==> config.mk <==
export PLATFORM = sky130hd
export DESIGN_NAME = alu_cmd_sequencer_flat
export DESIGN_NICKNAME = d
export VERILOG_FILES = /design/src/rtl/alu_cmd_pkg.sv /design/src/rtl/alu_cmd_sequencer_if.sv /design/src/rtl/alu_cmd_regfile.sv /design/src/rtl/alu_cmd_sequencer.sv /design/src/flat_wrapper.sv
export SDC_FILE = /design/constraint.sdc
export NUM_CORES = 1
export LEC_CHECK = 0
export CORE_ASPECT_RATIO = 0.6
export CORE_MARGIN = 8
export CORE_UTILIZATION = 45
export DETAILED_ROUTE_END_ITERATION = 10
export DONT_BUFFER_PORTS = 1
export GPL_TIMING_DRIVEN = 0
export HOLD_SLACK_MARGIN = 0.12
export PLACE_DENSITY = 0.59
export SYNTH_ARGS = -nofsm -noshare
export SYNTH_HDL_FRONTEND = slang
export SYNTH_SLANG_ARGS = --single-unit
==> constraint.sdc <==
create_clock -name clk -period 3.59 [get_ports clk]
set_input_delay 0 -clock clk [delete_from_list [all_inputs] [get_ports clk]]
set_output_delay 0 -clock clk [all_outputs]
set_load 0.005 [all_outputs]
==> src/rtl/alu_cmd_pkg.sv <==
// Shared definitions for the ALU command sequencer: widths, ALU op codes,
// FSM state encoding and the response payload.
package alu_cmd_pkg;

  localparam int unsigned DATA_W = 4;
  localparam int unsigned NREGS  = 4;
  localparam int unsigned REG_AW = 2;
  localparam int unsigned OP_W   = 3;

  // ALU select codes, forwarded unchanged to the ALU
  localparam logic [OP_W-1:0] ALU_ADD = 3'b000;
  localparam logic [OP_W-1:0] ALU_SUB = 3'b001;
  localparam logic [OP_W-1:0] ALU_AND = 3'b010;
  localparam logic [OP_W-1:0] ALU_OR  = 3'b011;
  localparam logic [OP_W-1:0] ALU_XOR = 3'b100;
  localparam logic [OP_W-1:0] ALU_NOT = 3'b101;
  localparam logic [OP_W-1:0] ALU_SHL = 3'b110;
  localparam logic [OP_W-1:0] ALU_SHR = 3'b111;

  typedef enum logic [1:0] {
    IDLE = 2'd0,
    EXEC = 2'd1,
    RESP = 2'd2
  } state_t;

  // Response payload held while rsp_valid is high
  typedef struct packed {
    logic [DATA_W-1:0] result;
    logic              carry;
    logic              zero;
  } rsp_t;

endpackage

==> src/rtl/alu_cmd_sequencer_if.sv <==
// Command/response handshake bundle of the ALU command sequencer.
//   cmd_*  : command request (valid/ready), load-immediate or ALU operation
//   rsp_*  : response (valid/ready) carrying written value and flags
// slave  = sequencer side, master = command issuer / response consumer.
interface alu_cmd_sequencer_if;
  import alu_cmd_pkg::*;

  logic              cmd_valid;
  logic              cmd_ready;
  logic              cmd_load;
  logic [OP_W-1:0]   cmd_op;
  logic [REG_AW-1:0] cmd_dst;
  logic [REG_AW-1:0] cmd_srca;
  logic [REG_AW-1:0] cmd_srcb;
  logic [DATA_W-1:0] cmd_imm;

  logic              rsp_valid;
  logic              rsp_ready;
  logic [DATA_W-1:0] rsp_result;
  logic              rsp_carry;
  logic              rsp_zero;

  modport slave (
    input  cmd_valid, cmd_load, cmd_op, cmd_dst, cmd_srca, cmd_srcb, cmd_imm,
    input  rsp_ready,
    output cmd_ready,
    output rsp_valid, rsp_result, rsp_carry, rsp_zero
  );

  modport master (
    output cmd_valid, cmd_load, cmd_op, cmd_dst, cmd_srca, cmd_srcb, cmd_imm,
    output rsp_ready,
    input  cmd_ready,
    input  rsp_valid, rsp_result, rsp_carry, rsp_zero
  );

endinterface

==> src/rtl/alu_cmd_regfile.sv <==
// NREGS x DATA_W register file: two combinational operand read ports, one
// combinational debug read port, one synchronous write port, cleared on rst.
//   clk, rst            : clock, synchronous active-high reset
//   we, waddr, wdata    : write port
//   ra_addr/ra_data     : operand A read
//   rb_addr/rb_data     : operand B read
//   dbg_addr/dbg_data   : debug read
module alu_cmd_regfile
  import alu_cmd_pkg::*;
(
  input  logic              clk,
  input  logic              rst,
  input  logic              we,
  input  logic [REG_AW-1:0] waddr,
  input  logic [DATA_W-1:0] wdata,
  input  logic [REG_AW-1:0] ra_addr,
  output logic [DATA_W-1:0] ra_data,
  input  logic [REG_AW-1:0] rb_addr,
  output logic [DATA_W-1:0] rb_data,
  input  logic [REG_AW-1:0] dbg_addr,
  output logic [DATA_W-1:0] dbg_data
);

  logic [DATA_W-1:0] regs [NREGS];

  // Storage: reset has priority over a same-edge write
  always_ff @(posedge clk) begin
    if (rst) begin
      regs <= '{default: '0};
    end else if (we) begin
      regs[waddr] <= wdata;
    end
  end

  assign ra_data  = regs[ra_addr];
  assign rb_data  = regs[rb_addr];
  assign dbg_data = regs[dbg_addr];

endmodule

==> src/rtl/alu_cmd_sequencer.sv <==
// Command-side master for a 4-bit combinational ALU. Accepts load/ALU
// commands, registers ALU operands and select, captures the ALU outputs one
// cycle later, writes the result back and returns result/flags.
//   clk, rst          : clock, synchronous active-high reset
//   bus (slave)       : cmd_* request and rsp_* response handshakes
//   alu_a/alu_b/sel   : registered ALU inputs (hold outside EXEC)
//   alu_result/carry/zero : ALU outputs, sampled at the end of EXEC
//   dbg_addr/dbg_data : combinational register-file peek
module alu_cmd_sequencer
  import alu_cmd_pkg::*;
(
  input  logic              clk,
  input  logic              rst,
  alu_cmd_sequencer_if.slave bus,
  output logic [DATA_W-1:0] alu_a,
  output logic [DATA_W-1:0] alu_b,
  output logic [OP_W-1:0]   alu_sel,
  input  logic [DATA_W-1:0] alu_result,
  input  logic              alu_carry,
  input  logic              alu_zero,
  input  logic [REG_AW-1:0] dbg_addr,
  output logic [DATA_W-1:0] dbg_data
);

  state_t            state_q, state_d;
  logic [REG_AW-1:0] dst_q;
  rsp_t              rsp_q, rsp_d;

  logic              alu_ld;
  logic              rsp_ld;
  logic              reg_we;
  logic [REG_AW-1:0] reg_waddr;
  logic [DATA_W-1:0] reg_wdata;
  logic [DATA_W-1:0] rd_a, rd_b;

  alu_cmd_regfile u_regfile (
    .clk      (clk),
    .rst      (rst),
    .we       (reg_we),
    .waddr    (reg_waddr),
    .wdata    (reg_wdata),
    .ra_addr  (bus.cmd_srca),
    .ra_data  (rd_a),
    .rb_addr  (bus.cmd_srcb),
    .rb_data  (rd_b),
    .dbg_addr (dbg_addr),
    .dbg_data (dbg_data)
  );

  // State register
  always_ff @(posedge clk) begin
    if (rst) begin
      state_q <= IDLE;
    end else begin
      state_q <= state_d;
    end
  end

  // Next state, write-port control and load enables
  always_comb begin
    state_d   = state_q;
    alu_ld    = 1'b0;
    rsp_ld    = 1'b0;
    rsp_d     = '0;
    reg_we    = 1'b0;
    reg_waddr = dst_q;
    reg_wdata = alu_result;
    case (state_q)
      IDLE: begin
        if (bus.cmd_valid) begin
          if (bus.cmd_load) begin
            // Immediate bypasses the ALU and answers next cycle
            reg_we       = 1'b1;
            reg_waddr    = bus.cmd_dst;
            reg_wdata    = bus.cmd_imm;
            rsp_ld       = 1'b1;
            rsp_d.result = bus.cmd_imm;
            rsp_d.carry  = 1'b0;
            rsp_d.zero   = (bus.cmd_imm == '0);
            state_d      = RESP;
          end else begin
            alu_ld  = 1'b1;
            state_d = EXEC;
          end
        end
      end
      EXEC: begin
        // ALU has settled on the registered operands; capture and write back
        reg_we       = 1'b1;
        rsp_ld       = 1'b1;
        rsp_d.result = alu_result;
        rsp_d.carry  = alu_carry;
        rsp_d.zero   = alu_zero;
        state_d      = RESP;
      end
      RESP: begin
        if (bus.rsp_ready) begin
          state_d = IDLE;
        end
      end
      default: state_d = IDLE;
    endcase
  end

  // Datapath registers: ALU inputs, latched destination, response payload
  always_ff @(posedge clk) begin
    if (rst) begin
      alu_a   <= '0;
      alu_b   <= '0;
      alu_sel <= '0;
      dst_q   <= '0;
      rsp_q   <= '0;
    end else begin
      if (alu_ld) begin
        alu_a   <= rd_a;
        alu_b   <= rd_b;
        alu_sel <= bus.cmd_op;
        dst_q   <= bus.cmd_dst;
      end
      if (rsp_ld) begin
        rsp_q <= rsp_d;
      end
    end
  end

  // Ready must drop as soon as reset is raised, not an edge later
  assign bus.cmd_ready  = (state_q == IDLE) && !rst;
  assign bus.rsp_valid  = (state_q == RESP);
  assign bus.rsp_result = rsp_q.result;
  assign bus.rsp_carry  = rsp_q.carry;
  assign bus.rsp_zero   = rsp_q.zero;

endmodule

==> src/flat_wrapper.sv <==
// flat-port wrapper written by rule: the top's interface ports become plain ports
module alu_cmd_sequencer_flat import alu_cmd_pkg::*;
  (clk, rst, alu_a, alu_b, alu_sel, alu_result, alu_carry, alu_zero, dbg_addr, dbg_data, bus_cmd_valid, bus_cmd_load, bus_cmd_op, bus_cmd_dst, bus_cmd_srca, bus_cmd_srcb, bus_cmd_imm, bus_rsp_ready, bus_cmd_ready, bus_rsp_valid, bus_rsp_result, bus_rsp_carry, bus_rsp_zero);
  alu_cmd_sequencer_if bus_i ();
  input  logic clk;
  input  logic rst;
  output logic [DATA_W-1:0] alu_a;
  output logic [DATA_W-1:0] alu_b;
  output logic [OP_W-1:0] alu_sel;
  input  logic [DATA_W-1:0] alu_result;
  input  logic alu_carry;
  input  logic alu_zero;
  input  logic [REG_AW-1:0] dbg_addr;
  output logic [DATA_W-1:0] dbg_data;
  input wire logic [$bits(bus_i.cmd_valid)-1:0] bus_cmd_valid;
  input wire logic [$bits(bus_i.cmd_load)-1:0] bus_cmd_load;
  input wire logic [$bits(bus_i.cmd_op)-1:0] bus_cmd_op;
  input wire logic [$bits(bus_i.cmd_dst)-1:0] bus_cmd_dst;
  input wire logic [$bits(bus_i.cmd_srca)-1:0] bus_cmd_srca;
  input wire logic [$bits(bus_i.cmd_srcb)-1:0] bus_cmd_srcb;
  input wire logic [$bits(bus_i.cmd_imm)-1:0] bus_cmd_imm;
  input wire logic [$bits(bus_i.rsp_ready)-1:0] bus_rsp_ready;
  output wire logic [$bits(bus_i.cmd_ready)-1:0] bus_cmd_ready;
  output wire logic [$bits(bus_i.rsp_valid)-1:0] bus_rsp_valid;
  output wire logic [$bits(bus_i.rsp_result)-1:0] bus_rsp_result;
  output wire logic [$bits(bus_i.rsp_carry)-1:0] bus_rsp_carry;
  output wire logic [$bits(bus_i.rsp_zero)-1:0] bus_rsp_zero;
  assign bus_i.cmd_valid = bus_cmd_valid;
  assign bus_i.cmd_load = bus_cmd_load;
  assign bus_i.cmd_op = bus_cmd_op;
  assign bus_i.cmd_dst = bus_cmd_dst;
  assign bus_i.cmd_srca = bus_cmd_srca;
  assign bus_i.cmd_srcb = bus_cmd_srcb;
  assign bus_i.cmd_imm = bus_cmd_imm;
  assign bus_i.rsp_ready = bus_rsp_ready;
  assign bus_cmd_ready = bus_i.cmd_ready;
  assign bus_rsp_valid = bus_i.rsp_valid;
  assign bus_rsp_result = bus_i.rsp_result;
  assign bus_rsp_carry = bus_i.rsp_carry;
  assign bus_rsp_zero = bus_i.rsp_zero;
  alu_cmd_sequencer u_core (.clk(clk), .rst(rst), .bus(bus_i), .alu_a(alu_a), .alu_b(alu_b), .alu_sel(alu_sel), .alu_result(alu_result), .alu_carry(alu_carry), .alu_zero(alu_zero), .dbg_addr(dbg_addr), .dbg_data(dbg_data));
endmodule
# Word level (Yosys, flattened, before mapping)
# Index checks and enable logic that the tools add are counted.
# op_classes
n_addsub,0
reduce_logical,6
muxes,31
eq_ne,4
n_shift,0
n_div,0
multipliers,0
magnitude_cmp,5
bitwise_logic,4
# op_table
operator,count
$mux W4,10
$bmux W4 S2,3
$bwmux W16,1
$ge A3 B3 Y1 const B,4
$mux W2,6
$mux W6,2
$not A2 Y3,4
$pmux W6 S2,1
$demux W4 S2,1
$pmux W2 S3,1
$mux W1,5
$logic_not A4 Y1,1
$ne A2 B2 Y1 const B,2
$lt A3 B1 Y1 const B,1
$eq A2 B1 Y1 const B,1
$eq A2 B2 Y1 const B,1
$logic_and A1 B1 Y1,2
$logic_not A2 Y1,1
$pmux W1 S2,1
$reduce_and A2 Y1,1
$logic_not A1 Y1,1
# word_totals
output_inout_bits,23
mem_bits_ro,0
latch_bits,0
mem_count,0
elab_cells,62
inputBits,26
mem_bits_rw,0
regBits,37

# Depth between registers and ports, before layout
# depth
word_depth,9
mapped_depth,7
depth_no_buf,4

# By module
# A second synthesis with hierarchy kept.
# hier_totals
cells_unflattened,173
hier_area_um2,1840.5
# modules_own_cells
module,instances,cells_per_inst,seq_area_each_um2,area_per_inst_um2
alu_cmd_regfile,1,70,320.3,955.9
alu_cmd_sequencer,1,103,420.4,884.6

# Least setup slack after synthesis
# OpenSTA, ideal clock, no wires.
# synth_path
path_type,register -> register
startpoint,reg u_core.state_q[1]
endpoint,reg u_core.u_regfile.regs[12] in the netlist's numbering
path_buffers,2
t_required_ns,3.504
period_less_slack_ns,1.641
path_stages_with_launch,7
t_arrival_ns,1.556
path_slack_ns,1.949
setup_ns,0.086
path_cell_list,dfxtp_1 -> buf_6 -> nor4bb_4 -> buf_6 -> mux2i_4 -> a21oi_1 -> a211oi_1
# synth_between
elab_chain_cells,8
word_cells_on_any_way,12
cone_classes,2 x order compare; 1 x eq/ne; 6 x mux; 1 x bitwise; 2 x reduce/logical
# synth_lines
item,line,rtl
start: declaration,alu_cmd_sequencer.sv:25,"state_t state_q, state_d;"
start signal: assignment,alu_cmd_sequencer.sv:55,state_q <= state_d;
$logic_not A2 Y1,alu_cmd_sequencer.sv:68,case (state_q)
$mux W2,alu_cmd_sequencer.sv:68,
$not A2 Y3 (implied by the code),alu_cmd_regfile.sv:31,regs[waddr] <= wdata;
$ge A3 B3 Y1 (implied by the code) or $lt A3 B1 Y1 (tied branches),alu_cmd_regfile.sv:31,
$logic_and A1 B1 Y1 (implied by the code),alu_cmd_regfile.sv:31,
$mux W4 (implied by the code),alu_cmd_regfile.sv:31,
$demux W4 S2,alu_cmd_regfile.sv:31,
$bwmux W16,alu_cmd_regfile.sv:31,
end signal: indexed assignment,alu_cmd_regfile.sv:31,
end: declaration,alu_cmd_regfile.sv:24,logic [DATA_W-1:0] regs [NREGS];
# Several ways; a longest one is shown, not always the timed one.
# A chain may end at the register's enable or synchronous reset.

# Worst setup path after layout
# layout_path
startpoint,reg u_core.state_q[1]
endpoint,reg u_core.rsp_q (netlist bit u_core.bus.rsp_result[0])
# layout_between
elab_chain_cells,2
word_cells_on_any_way,4
cone_classes,1 x eq/ne; 2 x mux; 1 x reduce/logical
# layout_lines
item,line,rtl
$eq A2 B1 Y1 or $logic_not A2 Y1 (tied branches),alu_cmd_sequencer.sv:68,
$pmux W6 S2 or $pmux W1 S2 (tied branches),alu_cmd_sequencer.sv:68,
end signal: assignment,alu_cmd_sequencer.sv:121,rsp_q <= rsp_d;
end: declaration,alu_cmd_sequencer.sv:27,"rsp_t rsp_q, rsp_d;"
# Several ways; a longest one is shown, not always the timed one.

==> reports/results.ini <==
[floorplan]
core_region_area_mm2 = 0.004121
start_util_pct = 46.81
io_pins = 49
dieArea_mm2 = 0.006707
dieHeight_um = 66.72
rows = 18
fp.dieW_um = 100.5

[logic_synthesis]
async_flop_share_pct = 0
ys_ff_latch = 37
ys_types = 30
synth_top_area_cell = dfxtp_1
synth-xor-area-share_pct = 0
synthTopCellsByArea = dfxtp_1 (38%), mux4_2 (14%), a21oi_1 (8.6%)
synth_top_cells_by_count = dfxtp_1 (37), a21oi_1 (33), nand2_1 (31)
synth_top_cell_area_share_pct = 38.39
synth_most_common_cell = dfxtp_1
yosys.area_share.simple_pct = 17.64
synth_top_family_by_area = compound AO/OA/AOI/OAI gates
yosys_warnings = 0
syn-num-nets = 225
synth_edf_count = 0
ys_seq_area_share_pct = 38.39
synth_compound_area_share_pct = 19.39
synth_area_per_cell_um2 = 9.695
syn_inst = 199
synthFlopType = dfxtp_1
synth_area_mm2 = 0.001929
yosys.area_share.adder_pct = 0
muxShareOfSynthArea_pct = 19.33

[cells_and_area]
nNetsFinal = 266
stdcell_count = 301
final-seq-area_um2 = 740.7
multi_input_area_mm2 = 0.001087
final_cell_area_mm2 = 0.002465
n_fill_cell = 361
num_antenna_cells = 0
drive_gt1_share_pct = 14.11
area_growth_pct = 27.76

[worst_setup_path]
crit_fanout = 10
startpoint = u_core.state_q[1]$_SDFFE_PP0P_
criticalPathCategory = reg2reg
crit_required_ps = 3780
worstPathArrival_ps = 2810
timing.rr.start = u_core.state_q[1]$_SDFFE_PP0P_
worst_setup_path_end_kind = flip-flop
cp-start-kind = flip-flop

[timing]
tns_ps = 0
worst_pin_slew_ps = 569.4
maxSlewViolCount = 0
max_freq_mhz = 382.0
slew_headroom_pct = 62.04
fin_skew_ps = 4.779
finalSetupViolCount = 0
fin_crit_ps = 2618
finalCritPeriodShare_pct = 72.92
report.final.hold_viol_count = 0
rsz0062_at_grt = no

[power]
peakVddDrop_uv = 177.1
p_per_area_mw_per_mm2 = 406.0
p_sw_mw = 0.2588
pwr-share-comb_pct = 16.4
clkPwrFrac_pct = 38.9
power_leakage_nw = 0.8359
p_seq_share_pct = 44.6
p_sw_share_pct = 25.86
intPower_mw = 0.7420

[outcome]
run_status = finished clean

[placement]
postPlaceCellArea_mm2 = 0.002004
gp_congestion = 0.7278
dp_hpwl_mm = 3.853
io_buffers = 0
place_inst = 259

[global_route]
gr-usage-all-layers_pct = 16.69
grt_pass1_wl_mm = 8.611
overflow = 0
grt_start_max_net_pins = 13
grt_pass1_vias = 1689
grt_antenna_before_repair = 0

[cts]
htreeDepth = 2
clock_latency_ps = 300
cts.sinks = 37
cts_inserted_buffers = 5
path_clk_slew_ps = 80
clockBufferDepth = 2
root_buffer = clkbuf_8
cts_tree = yes

[detailed_routing]
drc = 0
routed_via_density = 5.661
drt_iter0_markers = 100
first_pass_iters = 4
drt.antenna.violating_nets = 0
vias = 1704
wl_per_cell_um = 18.00
wirelength_mm = 5.419

[worst_hold_path]
hold_class = in2reg
worstHoldStart = bus_cmd_dst[0]

[job]
drv_cap = 0

-- logic make-up (layout without fill, tap and decap cells) --
logic type / count (synthesis) / count (layout)
buffers and inverters: 17 / 59
DFF: 37 / 37
AOI/OAI and AO/OA: 61 / 61
and+or+nand+nor: 63 / 63
muxes: 21 / 21
-- power groups by stage --
stage	clock [mW]	sequential, mW	combinational [mW]
detailed placement	0	0.456	0.126
finish	0.390	0.447	0.164
global route	0.408	0.450	0.179
global placement	0	0.455	0.122
floorplan	0	0.451	0.105
CTS	0.392	0.447	0.162
-- registers in the layout (all words and copies together), names as in the netlist --
name and flops:
u_core.alu_a 4, u_core.alu_b 4, u_core.alu_sel 3, u_core.bus.rsp_carry 1
u_core.bus.rsp_result 4, u_core.bus.rsp_zero 1, u_core.dst_q 2, u_core.state_q 2
u_core.u_regfile.regs 16
-- what timing repair did --
item                                   4_1_cts  5_1_grt
hold buffers                                34        0
gates resized for setup                      0        0
endpoints found under the hold margin       28        0
setup buffers                                0        0
-- worst paths after layout --
path / to / slack [ps] / depth (start not counted)
worst min register to register: u_core.alu_sel[0]$_SDFFE_PP0P_ / 490 / 2
worst max-delay path: u_core.bus.rsp_result[0]$_SDFFE_PP0P_ / 970 / 8
worst min-delay path: u_core.dst_q[0]$_SDFFE_PP0P_ / 140 / 3
worst max register to register: u_core.bus.rsp_result[0]$_SDFFE_PP0P_ / 970 / 8
-- placed cells by master, fill, tap and decap left out --
master,count
nor4_1,1
mux2i_1,8
mux4_2,12
or4b_1,1
mux2i_4,1
bufinv_16,1
dlygate4sd3_1,34
nor4b_2,1
a211oi_1,13
buf_4,1
nand2_1,31
nand3b_1,1
inv_1,1
clkbuf_8,6
clkbuf_1,7
o21a_1,8
buf_1,1
o21ai_0,1
a21oi_1,33
a22oi_1,1
nor4bb_4,1
nand4b_1,1
nor2b_4,2
nor2b_1,1
clkinvlp_4,1
nor2_1,12
a21oi_2,1
nand4bb_1,1
dfxtp_1,37
buf_2,3
nand2b_1,9
buf_6,4
nor3_1,1
o31ai_1,4
-- metrics by stage --
| step | power (mW) | utilization [%] | hold WS [ps] | worst slack (ps) |
|---|---|---|---|---|
| after CTS | 1.000 | 59.81 | 139.2 | 973.1 |
| after floorplan | 0.5558 | - | 136.0 | 1949 |
| after detailed placement | 0.5822 | 48.63 | 145.4 | 1725 |
| after global routing | 1.036 | 59.81 | 173.3 | 828.5 |
| final | 1.001 | 59.81 | 140.4 | 972.3 |
| after global placement | 0.5772 | 48.63 | 139.6 | 1785 |
-- routing by layer --
metal / global-route usage (%) / vias to the layer above / part of all wire, % / wire [um]
li1: - / 812 / - / -
met1: 20.94 / 831 / 46 / 2468
met2: 26.78 / 52 / 46 / 2473
met3: 4.158 / 9 / 7.3 / 396
met4: 7.477 / 0 / 1.5 / 80
met5: 0 / - / 0 / 0
-- area by class of cell --
cell class,instances,share of cell area (%)
Multi-Input combinational cell,145,44.11
Sequential cell,37,30.05
Timing Repair Buffer,34,13.81
Buffer,16,3.959
Clock buffer,6,3.350
Tap cell,60,3.046
Clock inverter,2,1.523
Inverter,1,0.1523
-- critical path: stages (launching register included) --
cell	delay (ps)
dfxtp_1	310
buf_6	130
nor4bb_4	310
buf_6	200
buf_6	160
mux2i_1	180
dlygate4sd3_1	550
a211oi_1	60
dlygate4sd3_1	580
No activity file was read; power rests on OpenSTA's default activity.
